--- src/rtl/adc_scan_arbiter_if.sv ---
// -----------------------------------------------------------------------------
// adc_scan_arbiter_if
// Bundles the requester side and the ADC side of the scan arbiter.
//
// Requester side : req (4, level), ack (4, one-hot pulse), result (8),
//                  result_valid (strobe), err (timeout strobe), busy
// ADC side       : ale, start, oe, addr (2) towards the ADC;
//                  eoc, adc_data (8) from the ADC
//
// Modports
//   slave  : the arbiter (samples req/eoc/adc_data, drives everything else)
//   master : the environment (requesters plus ADC)
// -----------------------------------------------------------------------------
interface adc_scan_arbiter_if;
  logic [3:0] req;
  logic [3:0] ack;
  logic [7:0] result;
  logic       result_valid;
  logic       err;
  logic       busy;
  logic       ale;
  logic       start;
  logic       oe;
  logic [1:0] addr;
  logic       eoc;
  logic [7:0] adc_data;

  modport slave (
    input  req, eoc, adc_data,
    output ack, result, result_valid, err, busy, ale, start, oe, addr
  );

  modport master (
    output req, eoc, adc_data,
    input  ack, result, result_valid, err, busy, ale, start, oe, addr
  );
endinterface

--- src/rtl/adc_scan_arbiter.sv ---
// -----------------------------------------------------------------------------
// adc_scan_arbiter
// Shares one 4-channel ADC among four requesters. Requester i owns ADC
// channel i. Pending requests are served round-robin; each grant runs one
// full ADC handshake (address latch, start pulse, wait for EOC to fall and
// rise again, output-enable read) and completes with a one-cycle ack /
// result_valid strobe to the served requester.
//
// Ports
//   clk    : system clock, rising edge
//   reset  : asynchronous, active-low reset
//   bus    : adc_scan_arbiter_if.slave (req/ack/result/result_valid/err/busy
//            towards requesters, ale/start/oe/addr/eoc/adc_data towards ADC)
//
// Parameters
//   TIMEOUT_CYCLES : EOC wait limit in clk cycles, 1..255
//
// Build option
//   ADC_SCAN_TIMEOUT_EN : when defined, the combined time spent in WAIT_LO and
//   WAIT_HI is bounded by TIMEOUT_CYCLES; on expiry the conversion completes
//   with err=1 and result=0x00. When undefined, err is constant 0 and the
//   wait states wait for EOC indefinitely.
//
// All outputs come straight from flops: each output register is loaded from
// the next-state decode, so it is high exactly while the FSM sits in the
// state that owns it.
// -----------------------------------------------------------------------------
module adc_scan_arbiter #(
  parameter int TIMEOUT_CYCLES = 255
) (
  input  logic               clk,
  input  logic               reset,
  adc_scan_arbiter_if.slave  bus
);

  if ((TIMEOUT_CYCLES < 1) || (TIMEOUT_CYCLES > 255)) begin : g_bad_timeout
    $error("adc_scan_arbiter: TIMEOUT_CYCLES must lie in 1..255");
  end

  typedef enum logic [2:0] {
    S_IDLE    = 3'd0,
    S_ARB     = 3'd1,
    S_ALE     = 3'd2,
    S_START   = 3'd3,
    S_WAIT_LO = 3'd4,
    S_WAIT_HI = 3'd5,
    S_READ    = 3'd6,
    S_DONE    = 3'd7
  } state_t;

  state_t     state_r;
  state_t     state_s;
  logic       timeout_s;
  logic       tmo_hit_s;
  logic [1:0] ptr_r;
  logic [1:0] sel_r;
  logic [1:0] pick_s;

  logic       ale_r;
  logic       start_r;
  logic       oe_r;
  logic [1:0] addr_r;
  logic [3:0] ack_r;
  logic [7:0] result_r;
  logic       result_valid_r;
  logic       err_r;
  logic       busy_r;

  // First requester at or after ptr (ascending, wrapping 3->0) with req set.
  function automatic logic [1:0] rr_pick(input logic [3:0] req_v,
                                         input logic [1:0] ptr_v);
    logic [1:0] idx;
    logic [1:0] pick;
    logic       found;
    pick  = ptr_v;
    found = 1'b0;
    for (int k = 0; k < 4; k++) begin
      idx = ptr_v + 2'(k);
      if (!found && req_v[idx]) begin
        pick  = idx;
        found = 1'b1;
      end else begin
        pick  = pick;
      end
    end
    return pick;
  endfunction

  assign pick_s = rr_pick(bus.req, ptr_r);

`ifdef ADC_SCAN_TIMEOUT_EN
  localparam logic [7:0] TMO_LAST = 8'(TIMEOUT_CYCLES - 1);

  logic [7:0] cnt_r;

  // Wait-cycle counter: one count per cycle spent in WAIT_LO or WAIT_HI,
  // cleared in every other state so each conversion starts from zero.
  always_ff @(posedge clk or negedge reset) begin
    if (!reset) begin
      cnt_r <= 8'd0;
    end else if ((state_r == S_WAIT_LO) || (state_r == S_WAIT_HI)) begin
      cnt_r <= cnt_r + 8'd1;
    end else begin
      cnt_r <= 8'd0;
    end
  end

  // Expiry fires on the TIMEOUT_CYCLES-th wait cycle.
  assign tmo_hit_s = ((state_r == S_WAIT_LO) || (state_r == S_WAIT_HI)) &&
                     (cnt_r == TMO_LAST);
`else
  assign tmo_hit_s = 1'b0;
`endif

  // State register.
  always_ff @(posedge clk or negedge reset) begin
    if (!reset) begin
      state_r <= S_IDLE;
    end else begin
      state_r <= state_s;
    end
  end

  // Next-state logic. Expiry takes priority over an EOC edge seen in the
  // same cycle, so a late EOC never masks a timeout.
  always_comb begin
    state_s   = state_r;
    timeout_s = 1'b0;
    case (state_r)
      S_IDLE: begin
        if (bus.req != 4'b0000) begin
          state_s = S_ARB;
        end else begin
          state_s = S_IDLE;
        end
      end
      S_ARB:   state_s = S_ALE;
      S_ALE:   state_s = S_START;
      S_START: state_s = S_WAIT_LO;
      S_WAIT_LO: begin
        if (tmo_hit_s) begin
          state_s   = S_DONE;
          timeout_s = 1'b1;
        end else if (!bus.eoc) begin
          state_s = S_WAIT_HI;
        end else begin
          state_s = S_WAIT_LO;
        end
      end
      S_WAIT_HI: begin
        if (tmo_hit_s) begin
          state_s   = S_DONE;
          timeout_s = 1'b1;
        end else if (bus.eoc) begin
          state_s = S_READ;
        end else begin
          state_s = S_WAIT_HI;
        end
      end
      S_READ:  state_s = S_DONE;
      S_DONE:  state_s = S_IDLE;
      default: state_s = S_IDLE;
    endcase
  end

  // Grant capture: the winner is chosen from the request vector that wakes
  // the FSM, so sel/addr are already valid during ARB and stay frozen until
  // the next grant. Later request changes cannot disturb this conversion.
  always_ff @(posedge clk or negedge reset) begin
    if (!reset) begin
      sel_r  <= 2'd0;
      addr_r <= 2'd0;
    end else if ((state_r == S_IDLE) && (state_s == S_ARB)) begin
      sel_r  <= pick_s;
      addr_r <= pick_s;
    end else begin
      sel_r  <= sel_r;
      addr_r <= addr_r;
    end
  end

  // Round-robin pointer: the requester after the one just served gets
  // priority next time.
  always_ff @(posedge clk or negedge reset) begin
    if (!reset) begin
      ptr_r <= 2'd0;
    end else if (state_r == S_DONE) begin
      ptr_r <= sel_r + 2'd1;
    end else begin
      ptr_r <= ptr_r;
    end
  end

  // Result register: loaded at the end of READ while oe is high, forced to
  // zero on a timeout, otherwise holds its last value.
  always_ff @(posedge clk or negedge reset) begin
    if (!reset) begin
      result_r <= 8'h00;
    end else if (state_r == S_READ) begin
      result_r <= bus.adc_data;
    end else if (timeout_s) begin
      result_r <= 8'h00;
    end else begin
      result_r <= result_r;
    end
  end

  // Control and strobe outputs decoded from the next state.
  always_ff @(posedge clk or negedge reset) begin
    if (!reset) begin
      ale_r          <= 1'b0;
      start_r        <= 1'b0;
      oe_r           <= 1'b0;
      ack_r          <= 4'b0000;
      result_valid_r <= 1'b0;
      err_r          <= 1'b0;
      busy_r         <= 1'b0;
    end else begin
      ale_r          <= (state_s == S_ALE);
      start_r        <= (state_s == S_START);
      oe_r           <= (state_s == S_READ);
      ack_r          <= (state_s == S_DONE) ? (4'b0001 << sel_r) : 4'b0000;
      result_valid_r <= (state_s == S_DONE);
      err_r          <= timeout_s;
      busy_r         <= (state_s != S_IDLE);
    end
  end

  assign bus.ale          = ale_r;
  assign bus.start        = start_r;
  assign bus.oe           = oe_r;
  assign bus.addr         = addr_r;
  assign bus.ack          = ack_r;
  assign bus.result       = result_r;
  assign bus.result_valid = result_valid_r;
  assign bus.err          = err_r;
  assign bus.busy         = busy_r;

endmodule

--- src/flat_wrapper.sv ---
// flat-port wrapper written by rule: the top's interface ports become plain ports
module adc_scan_arbiter_flat 
#(
  parameter int TIMEOUT_CYCLES = 255
)
  (clk, reset, bus_req, bus_eoc, bus_adc_data, bus_ack, bus_result, bus_result_valid, bus_err, bus_busy, bus_ale, bus_start, bus_oe, bus_addr);
  adc_scan_arbiter_if bus_i ();
  input  logic clk;
  input  logic reset;
  input wire logic [$bits(bus_i.req)-1:0] bus_req;
  input wire logic [$bits(bus_i.eoc)-1:0] bus_eoc;
  input wire logic [$bits(bus_i.adc_data)-1:0] bus_adc_data;
  output wire logic [$bits(bus_i.ack)-1:0] bus_ack;
  output wire logic [$bits(bus_i.result)-1:0] bus_result;
  output wire logic [$bits(bus_i.result_valid)-1:0] bus_result_valid;
  output wire logic [$bits(bus_i.err)-1:0] bus_err;
  output wire logic [$bits(bus_i.busy)-1:0] bus_busy;
  output wire logic [$bits(bus_i.ale)-1:0] bus_ale;
  output wire logic [$bits(bus_i.start)-1:0] bus_start;
  output wire logic [$bits(bus_i.oe)-1:0] bus_oe;
  output wire logic [$bits(bus_i.addr)-1:0] bus_addr;
  assign bus_i.req = bus_req;
  assign bus_i.eoc = bus_eoc;
  assign bus_i.adc_data = bus_adc_data;
  assign bus_ack = bus_i.ack;
  assign bus_result = bus_i.result;
  assign bus_result_valid = bus_i.result_valid;
  assign bus_err = bus_i.err;
  assign bus_busy = bus_i.busy;
  assign bus_ale = bus_i.ale;
  assign bus_start = bus_i.start;
  assign bus_oe = bus_i.oe;
  assign bus_addr = bus_i.addr;
  adc_scan_arbiter #(.TIMEOUT_CYCLES(TIMEOUT_CYCLES)) u_core (.clk(clk), .reset(reset), .bus(bus_i));
endmodule
--- config.mk ---
export PLATFORM = sky130hd
export DESIGN_NAME = adc_scan_arbiter_flat
export DESIGN_NICKNAME = d
export VERILOG_FILES = /design/src/rtl/adc_scan_arbiter_if.sv /design/src/rtl/adc_scan_arbiter.sv /design/src/flat_wrapper.sv
export SDC_FILE = /design/constraint.sdc
export NUM_CORES = 1
export LEC_CHECK = 0
export CELL_PAD_IN_SITES_DETAIL_PLACEMENT = 0
export CELL_PAD_IN_SITES_GLOBAL_PLACEMENT = 1
export CORE_MARGIN = 4
export CORE_UTILIZATION = 35
export CTS_CLUSTER_DIAMETER = 150
export DETAILED_ROUTE_END_ITERATION = 6
export HOLD_SLACK_MARGIN = 0.08
export PLACE_DENSITY = 0.91
export SLEW_MARGIN = 20
export SYNTH_ARGS = -nofsm -noshare
export SYNTH_HDL_FRONTEND = slang
export SYNTH_SLANG_ARGS = --single-unit
--- constraint.sdc ---
create_clock -name clk -period 3.7 [get_ports clk]
set_input_delay 0.37 -clock clk [delete_from_list [all_inputs] [get_ports clk]]
set_output_delay 0.37 -clock clk [all_outputs]
set_load 0.1 [all_outputs]
== After elaboration in Yosys (flattened, before gate mapping) ==
Cells that the tools add are included.

* Reduce and logical (&&, ||, !) cells: 10
* Multiplexer cells: 20
* $add $sub $neg: 4
* $lt $le $gt $ge: 4
* Equality and inequality tests: 12
* Shift-type cells: 1

{| class="wikitable"
|+ Operators with widths
! cell !! count
|-
| 3-bit case mux with 8 select lines || 1
|-
| 3-bit equality test (second input constant) || 6
|-
| 3-bit by 2-bit equality test with 1-bit output (second input constant) || 4
|-
| 2-bit by 3-bit < comparator with 1-bit output (second input constant) || 4
|-
| 1-bit 2-to-1 mux || 9
|-
| 1-bit binary-select mux with 2-bit select || 4
|-
| 2-bit 2-to-1 mux || 4
|-
| 8-bit 2-to-1 mux || 1
|-
| 3-bit by 1-bit equality test with 1-bit output (second input constant) || 2
|-
| 2-bit by 1-bit adder with 2-bit output (second input constant) || 2
|-
| 2-bit adder (second input constant) || 2
|-
| 1-bit logical AND || 4
|-
| 4-bit 2-to-1 mux || 1
|-
| 4-bit nonzero test || 1
|-
| 1-bit by 2-bit << shifter with 4-bit output (first input constant) || 1
|-
| 1-bit zero test || 3
|-
| 3-bit zero test || 1
|-
| 3-bit nonzero test || 1
|}

* Logic and storage cells: 61
* Output and inout port bits: 20
* Input port bits: 15
* Register bits after elaboration: 24

== Logic depth before layout (Yosys ltp) ==
Gate-level depths: netlist of the first run.

* Depth after elaboration: 12
* Depth in mapped cells: 8
* Gate-level depth less buffers: 5

== Worst setup path after synthesis of the first run ==
Ideal clock, no wire load.

* Path kind: register -> register
* Start point: reg, netlist name u_core.bus.addr[0]
* End point: reg u_core.ptr_r[1]
* Cell stages (with the launch flop): 4
* Path slack: 1.903 ns
* Arrival: 1.672 ns
* Path through: dfrtp_1 inv_1 ha_1 mux2_2

{| class="wikitable"
|+ RTL lines
! item !! line !! RTL
|-
| end signal, assigned || adc_scan_arbiter.sv:188 || <nowiki>ptr_r <= sel_r + 2'd1;</nowiki>
|-
| end signal, assigned || adc_scan_arbiter.sv:190 || <nowiki>ptr_r <= ptr_r;</nowiki>
|-
| end, declared || adc_scan_arbiter.sv:55 || <nowiki>logic [1:0] ptr_r;</nowiki>
|}

== Final worst setup path of the first run ==
* Start point: reg u_core.addr_r[0] (netlist: u_core.bus.addr[0])
* End point: out bus_addr[0]

{| class="wikitable"
|+ RTL lines
! item !! line !! RTL
|-
| start, declared || adc_scan_arbiter.sv:62 || <nowiki>logic [1:0] addr_r;</nowiki>
|-
| start signal, assigned || adc_scan_arbiter.sv:175 || <nowiki>addr_r <= pick_s;</nowiki>
|-
| start signal, assigned || adc_scan_arbiter.sv:178 || <nowiki>addr_r <= addr_r;</nowiki>
|-
| end, declared || flat_wrapper.sv:21 || <nowiki>output wire logic [$bits(bus_i.addr)-1:0] bus_addr;</nowiki>
|}

No word-level cell between the ends.

==> results.md, run 1 <==
- Outcome: finished clean
- CP arrival: 1.93 ns
- Final setup viols: 0
- Die Area: 3960 sq um
- Vias per cell: 4.68
- Setup CP Type: flop to output port
- Leading post-synthesis cells by cell area: dfrtp_1, nand2_1, ha_1
- Syn-to-layout area delta: 36.3%
- Post-synth top flop: dfrtp_1
- FMAX: 435 MHz
- TritonRoute pass-1 iters: 2
- First DRT Iteration DRCs: 22
- Synthesized flop and latch total: 24
- Final hold viol count: 0
- Period utilization: 62.2%
- Max Cap Violations: 0
- Die height: 62.9 um
- Per-cell routed wire length: 11.7 um
- Htree depth: 1
- Share of the synthesized area in the top cell type: 56.9%
- Tightest Hold Check Type: flop to flop
- CTS Buffer Depth: 2
- Multi-input gate area: 387 sq um
- RSZ-0062 raised after global routing: no
- Initial antenna violation count: 0
- DRT Wirelength: 1980 um
- Seq/Total Area, Yosys: 56.9%
- Cell Area, Synth: 1050 sq um
- IO Port Bufs: 33
- Final #Nets: 158
- CP top delay family: buffers and inverters
- Worst-Skew Late Latency: 0.32 ns
- Largest net degree at the start of global routing: 25
- CP required: 3.33 ns
- Max-slew violation count: 0
- CTS tree: yes
- Root Buffer: clkbuf_4
- DRC viols: 0
- Final Wtd Congestion: 0.780
- Number of synthesized flops with an enable pin: 0
- GR Util All Layers: 10.7%
- Worst path cell trace: clkdlybuf4s50_1
- First-pass GRT wire length: 3390 um
- Overflow after GRT: 0
- Worst slew margin: 34.8%
- Initial Util: 37.3%
- Worst-margin pin slew: 0.975 ns
- Layout cells sized above 1: 6.52%
- Post-Syn Nets: 123
- Tmin final: 2.30 ns
- Yosys warnings: 0
- Setup TNS Final: 0 ns
- Crit end category: output port
- Antenna Cells: 0
- Leading area contributor after synthesis: dfrtp_1
- Hpwl dp: 1530 um
- FP Rows: 19
- Die Wd: 62.9 um
- Yosys cell types: 30
- Clock tree sinks: 24
- Core footprint: 2830 sq um
- Slowest Stage Delay on Critical Path: 1.17 ns
- Post-Syn Instances: 104
- Clock transition at path regs: 0.13 ns
- Worst path slowest cell: clkdlybuf4s50_1
- Crit path max fanout: 6
- Ys async rst share: 100%
- CTS Buf Count: 3
- Vias: 791
- Ports: 35
- Number of global-route vias before repair: 779
- Fill cells: 261
- Buffer and inverter count on the worst path: 1
- CP Launch Type: flop
- Antenna-violating nets left: 0
- Register area: 601 sq um
- Final setup skew: 0.00972 ns
- Syn avg cell area: 10.1 sq um
worst register-to-register path, cell delays in order (launching register included):
cell,delay (ns)
dfrtp_1,0.45
nand2b_2,0.20
or2_1,0.37
inv_6,0.17
and2_1,0.14
registers in the layout (all words and copies together), names as in the netlist:
register	flops
u_core.ptr_r	2
u_core.bus.busy	1
u_core.bus.start	1
u_core.bus.ale	1
u_core.bus.result	8
u_core.state_r	3
u_core.bus.ack	4
u_core.bus.addr	2
u_core.bus.oe	1
u_core.bus.result_valid	1
final timing paths:
path	to	slack (ns)	start	cells after the start
setup / recovery	bus_addr[0]	1.40	u_core.bus.addr[0]	1
hold / removal	u_core.bus.result[4]	0.49	u_core.bus.result[4]	2
min in group asynchronous	u_core.ptr_r[1]	0.54	reset	2
max in group asynchronous	u_core.bus.busy	2.82	reset	2
setup reg to reg	u_core.bus.ack[1]	2.31	u_core.state_r[0]	4
hold reg to reg	u_core.bus.result[4]	0.49	u_core.bus.result[4]	2
cells by family after synthesis:
| kind of cell | count (synthesis) | synth area share, % |
|---|---|---|
| xor gates and xnor gates | 1 | 0.831 |
| AOI/OAI and AO/OA | 13 | 7.71 |
| other | 1 | 0.356 |
| buffers and inverters | 9 | 6.41 |
| muxes | 2 | 2.02 |
| and+or+nand+nor | 50 | 21.0 |
| adders and majority gates | 4 | 4.75 |
| DFF | 24 | 56.9 |
layout make-up:
class / instances / area share, %
clock inverter: 1 / 2.09
inverter: 5 / 1.65
timing repair buffer: 34 / 23.3
tap: 31 / 2.70
clock buffer: 3 / 1.57
multi-input combinational: 71 / 26.9
sequential: 24 / 41.8
per-stage QoR:
step / area (sq um) / hold slack (ns) / setup slack, ns / utilization [%] / std cells
global route: 1440 / 0.523 / 1.32 / 50.8 / 169
floorplan: 1050 / 0.0744 / 1.90 / - / 104
finish: 1440 / 0.491 / 1.40 / 50.8 / 169
CTS: 1430 / 0.495 / 1.38 / 50.6 / 168
global placement: 1380 / 0.456 / 1.77 / 48.8 / 164
detailed placement: 1380 / 0.461 / 1.75 / 48.8 / 164
cell usage after synthesis, drive strengths merged, types with 2 or more instances:
master  number
a21o         2
a21oi        3
and2         4
buf          4
dfrtp       24
ha           4
inv          5
nand2       30
nand2b       4
nor2         7
o21ai        3
o22ai        2
layer usage:
| metal | track usage [%] | wire length (um) | up-vias |
|---|---|---|---|
| met5 | 0 | 0 | - |
| met4 | 5.79 | 42 | 0 |
| met3 | 3.24 | 156 | 5 |
| met2 | 17.7 | 926 | 25 |
| met1 | 12.2 | 857 | 362 |
| li1 | - | - | 399 |
repair_timing:
item	in CTS	in global routing
buffers inserted	0	0
hold buffers	0	1
resized for setup	0	0
endpoints found under the hold margin	0	24
setup endpoints to repair	0	0
placed cells by master (no fill, tap or decap):
master,instances
a21boi_0,1
a21o_1,2
a21oi_1,3
and2_1,4
buf_2,1
bufinv_16,1
clkbuf_4,3
clkdlybuf4s50_1,32
conb_1,1
dfrtp_1,24
dlygate4sd3_1,1
ha_1,4
inv_1,3
inv_2,1
inv_6,1
mux2_2,1
mux2i_1,1
nand2_1,30
nand2b_1,3
nand2b_2,1
nand3_1,1
nor2_1,7
nor3_1,1
nor4_1,1
o21ai_0,3
o22ai_1,2
o31ai_1,1
o32ai_1,1
or2_1,1
or2b_1,1
xnor2_1,1
Power of run 1 is not shown: default switching activity piles up to over one toggle a cycle in this logic, so the estimate is an artifact.
==> run 2, diff against run 1 <==
--- a/config.mk
+++ b/config.mk
@@ -8,11 +8,11 @@
 export CELL_PAD_IN_SITES_DETAIL_PLACEMENT = 0
 export CELL_PAD_IN_SITES_GLOBAL_PLACEMENT = 1
 export CORE_MARGIN = 4
-export CORE_UTILIZATION = 35
+export CORE_UTILIZATION = 30
 export CTS_CLUSTER_DIAMETER = 150
 export DETAILED_ROUTE_END_ITERATION = 6
 export HOLD_SLACK_MARGIN = 0.08
-export PLACE_DENSITY = 0.91
+export PLACE_DENSITY = 0.84
 export SLEW_MARGIN = 20
 export SYNTH_ARGS = -nofsm -noshare
 export SYNTH_HDL_FRONTEND = slang
==> constraint.sdc (replaced) <==
create_clock -name clk -period 2.11 [get_ports clk]
set_input_delay 0.211 -clock clk [delete_from_list [all_inputs] [get_ports clk]]
set_output_delay 0.211 -clock clk [all_outputs]
set_load 0.1 [all_outputs]
==> run 2 against run 1 <==
  * Critical path depth increased by 3
  * Clock skew fell by 0.0058 ns
  * Die area rose by 14%
  * Via count is 0.13% lower
  * Routed wire length decreased by 1.0%
  * Sequential share of layout area up 1.3 points
  * Worst setup slack worse by 0.67 ns
  * Non-clock buffer count unchanged
  * Largest cell class unchanged
==> results.md, run 2 (same netlist as run 1, synthesis figures left out) <==
- FMAX: 725 MHz
- FP Rows: 21 (+2)
- Clock transition at path regs: 0.12 ns (about the same)
- Worst-Skew Late Latency: 0.30 ns (-0.02 ns)
- CP Launch Type: flop
- Ports: 35 (unchanged)
- Core footprint: 3360 sq um (+19%)
- CTS tree: yes
- Period utilization: 65.4%
- Layout cells sized above 1: 20.3% (+14 points)
- First DRT Iteration DRCs: 9 (-59%)
- Root Buffer: clkbuf_4
- IO Port Bufs: 33 (unchanged)
- DRC viols: 0 (unchanged)
- DRT Wirelength: 1960 um (-1.0%)
- Worst hold margin: 0.241 ns (-0.249 ns)
- Number of global-route vias before repair: 745 (-4.4%)
- Final hold viol count: 0 (unchanged)
- RR Startpoint: u_core.state_r[0]
- Most frequent cells in the layout: nand2_1, dfrtp_1, buf_4
- Hold buffers post-CTS: 0 (unchanged)
- CP required: 2.36 ns (-0.97 ns)
- Tightest Hold Check Type: input pin to asynchronous set/reset pin
- Commonest non-fill, non-tap cell in the layout: nand2_1
- Tmin final: 1.38 ns
- Initial Util: 31.4% (-5.9 points)
- First-pass GRT wire length: 3260 um (-4.1%)
- Htree depth: 1 (unchanged)
- Max-slew violation count: 0 (unchanged)
- GR Util All Layers: 9.44% (-1.2 points)
- Antenna Cells: 0 (unchanged)
- Outcome: finished clean
- Max Cap Violations: 0 (unchanged)
- Final Wtd Congestion: 0.751 (-3.8%)
- Setup Buffers After CTS: 0 (unchanged)
- Final #Nets: 158 (unchanged)
- Crit end category: flop
- Crit path max fanout: 13 (+7)
- Die Wd: 67.3 um (+7.0%)
- Vias: 790 (-0.13%)
- Max reg flops: 8 (unchanged)
- Fill cells: 346 (+33%)
- Syn-to-layout area delta: 32.3%
- Setup CP Type: flop to flop
- RSZ-0062 raised after global routing: no
- Setup TNS Final: 0 ns (unchanged)
- Setup crit start: u_core.state_r[0]
- Die Area: 4530 sq um (+14%)
- Clock tree sinks: 24 (unchanged)
- Final setup skew: 0.00392 ns (-0.00581 ns)
- Initial antenna violation count: 0 (unchanged)
- Hpwl dp: 1520 um (-1.0%)
- Die height: 67.3 um (+7.0%)
- CP arrival: 1.63 ns (-0.30 ns)
- Reg2reg path depth: 4 (unchanged)
- Per-cell routed wire length: 10.7 um (-9.1%)
- Antenna-violating nets left: 0 (unchanged)
- Final setup viols: 0 (unchanged)
- Overflow after GRT: 0 (unchanged)
- Vias per cell: 4.29 (-8.3%)
- TritonRoute pass-1 iters: 4 (+2)
- Cts repair resizes: 0 (unchanged)
- CTS Buf Count: 3 (unchanged)
- CTS Buffer Depth: 2 (unchanged)
- Largest net degree at the start of global routing: 25 (unchanged)
## run 2: layer usage
| layer | GRT usage [%] | vias up | routed length [um] |
|---|---|---|---|
| li1 | - | 395 | - |
| met1 | 11.3 | 372 | 881 |
| met2 | 16.3 | 21 | 948 |
| met3 | 4.16 | 2 | 123 |
| met4 | 0.759 | 0 | 9 |
| met5 | 0 | - | 0 |
## run 2: worst paths after layout
path	end	slack (ns)
worst max-delay path	u_core.bus.ack[2]	0.73
worst min-delay path	u_core.ptr_r[1]	0.24
worst max register to register	u_core.bus.ack[2]	0.73
worst min register to register	u_core.bus.result[5]	0.49
max in group asynchronous	u_core.bus.result[4]	1.64
min in group clk	u_core.bus.result[3]	0.42
## run 2: critical path: stages, from the launching register on
cell and delay [ns]:
dfrtp_1 0.45, nand2b_2 0.21, or2_1 0.38, inv_6 0.16, and2_1 0.14
## run 2: final cells by class
type	count	area (sq um)	area share, %
flip-flops and latches	24	601	43.0
multi-input cells	71	387	27.7
repair buffers	34	290	20.8
well taps	46	57.6	4.13
clock buffers	4	36.3	2.60
inverters	5	23.8	1.70
## run 2: stage by stage
step | util (%) | instances | setup slack [ns] | instance area (sq um)
3_3_place_gp | 40.4 | 180 | 0.581 | 1360
3_5_place_dp | 40.4 | 180 | 0.538 | 1360
4_1_cts | 41.5 | 184 | 0.707 | 1400
6_report | 41.5 | 184 | 0.730 | 1400
5_1_grt | 41.5 | 184 | 0.611 | 1400
2_1_floorplan | - | 104 | 0.313 | 1050
Power of run 2 is left out for the same reason.
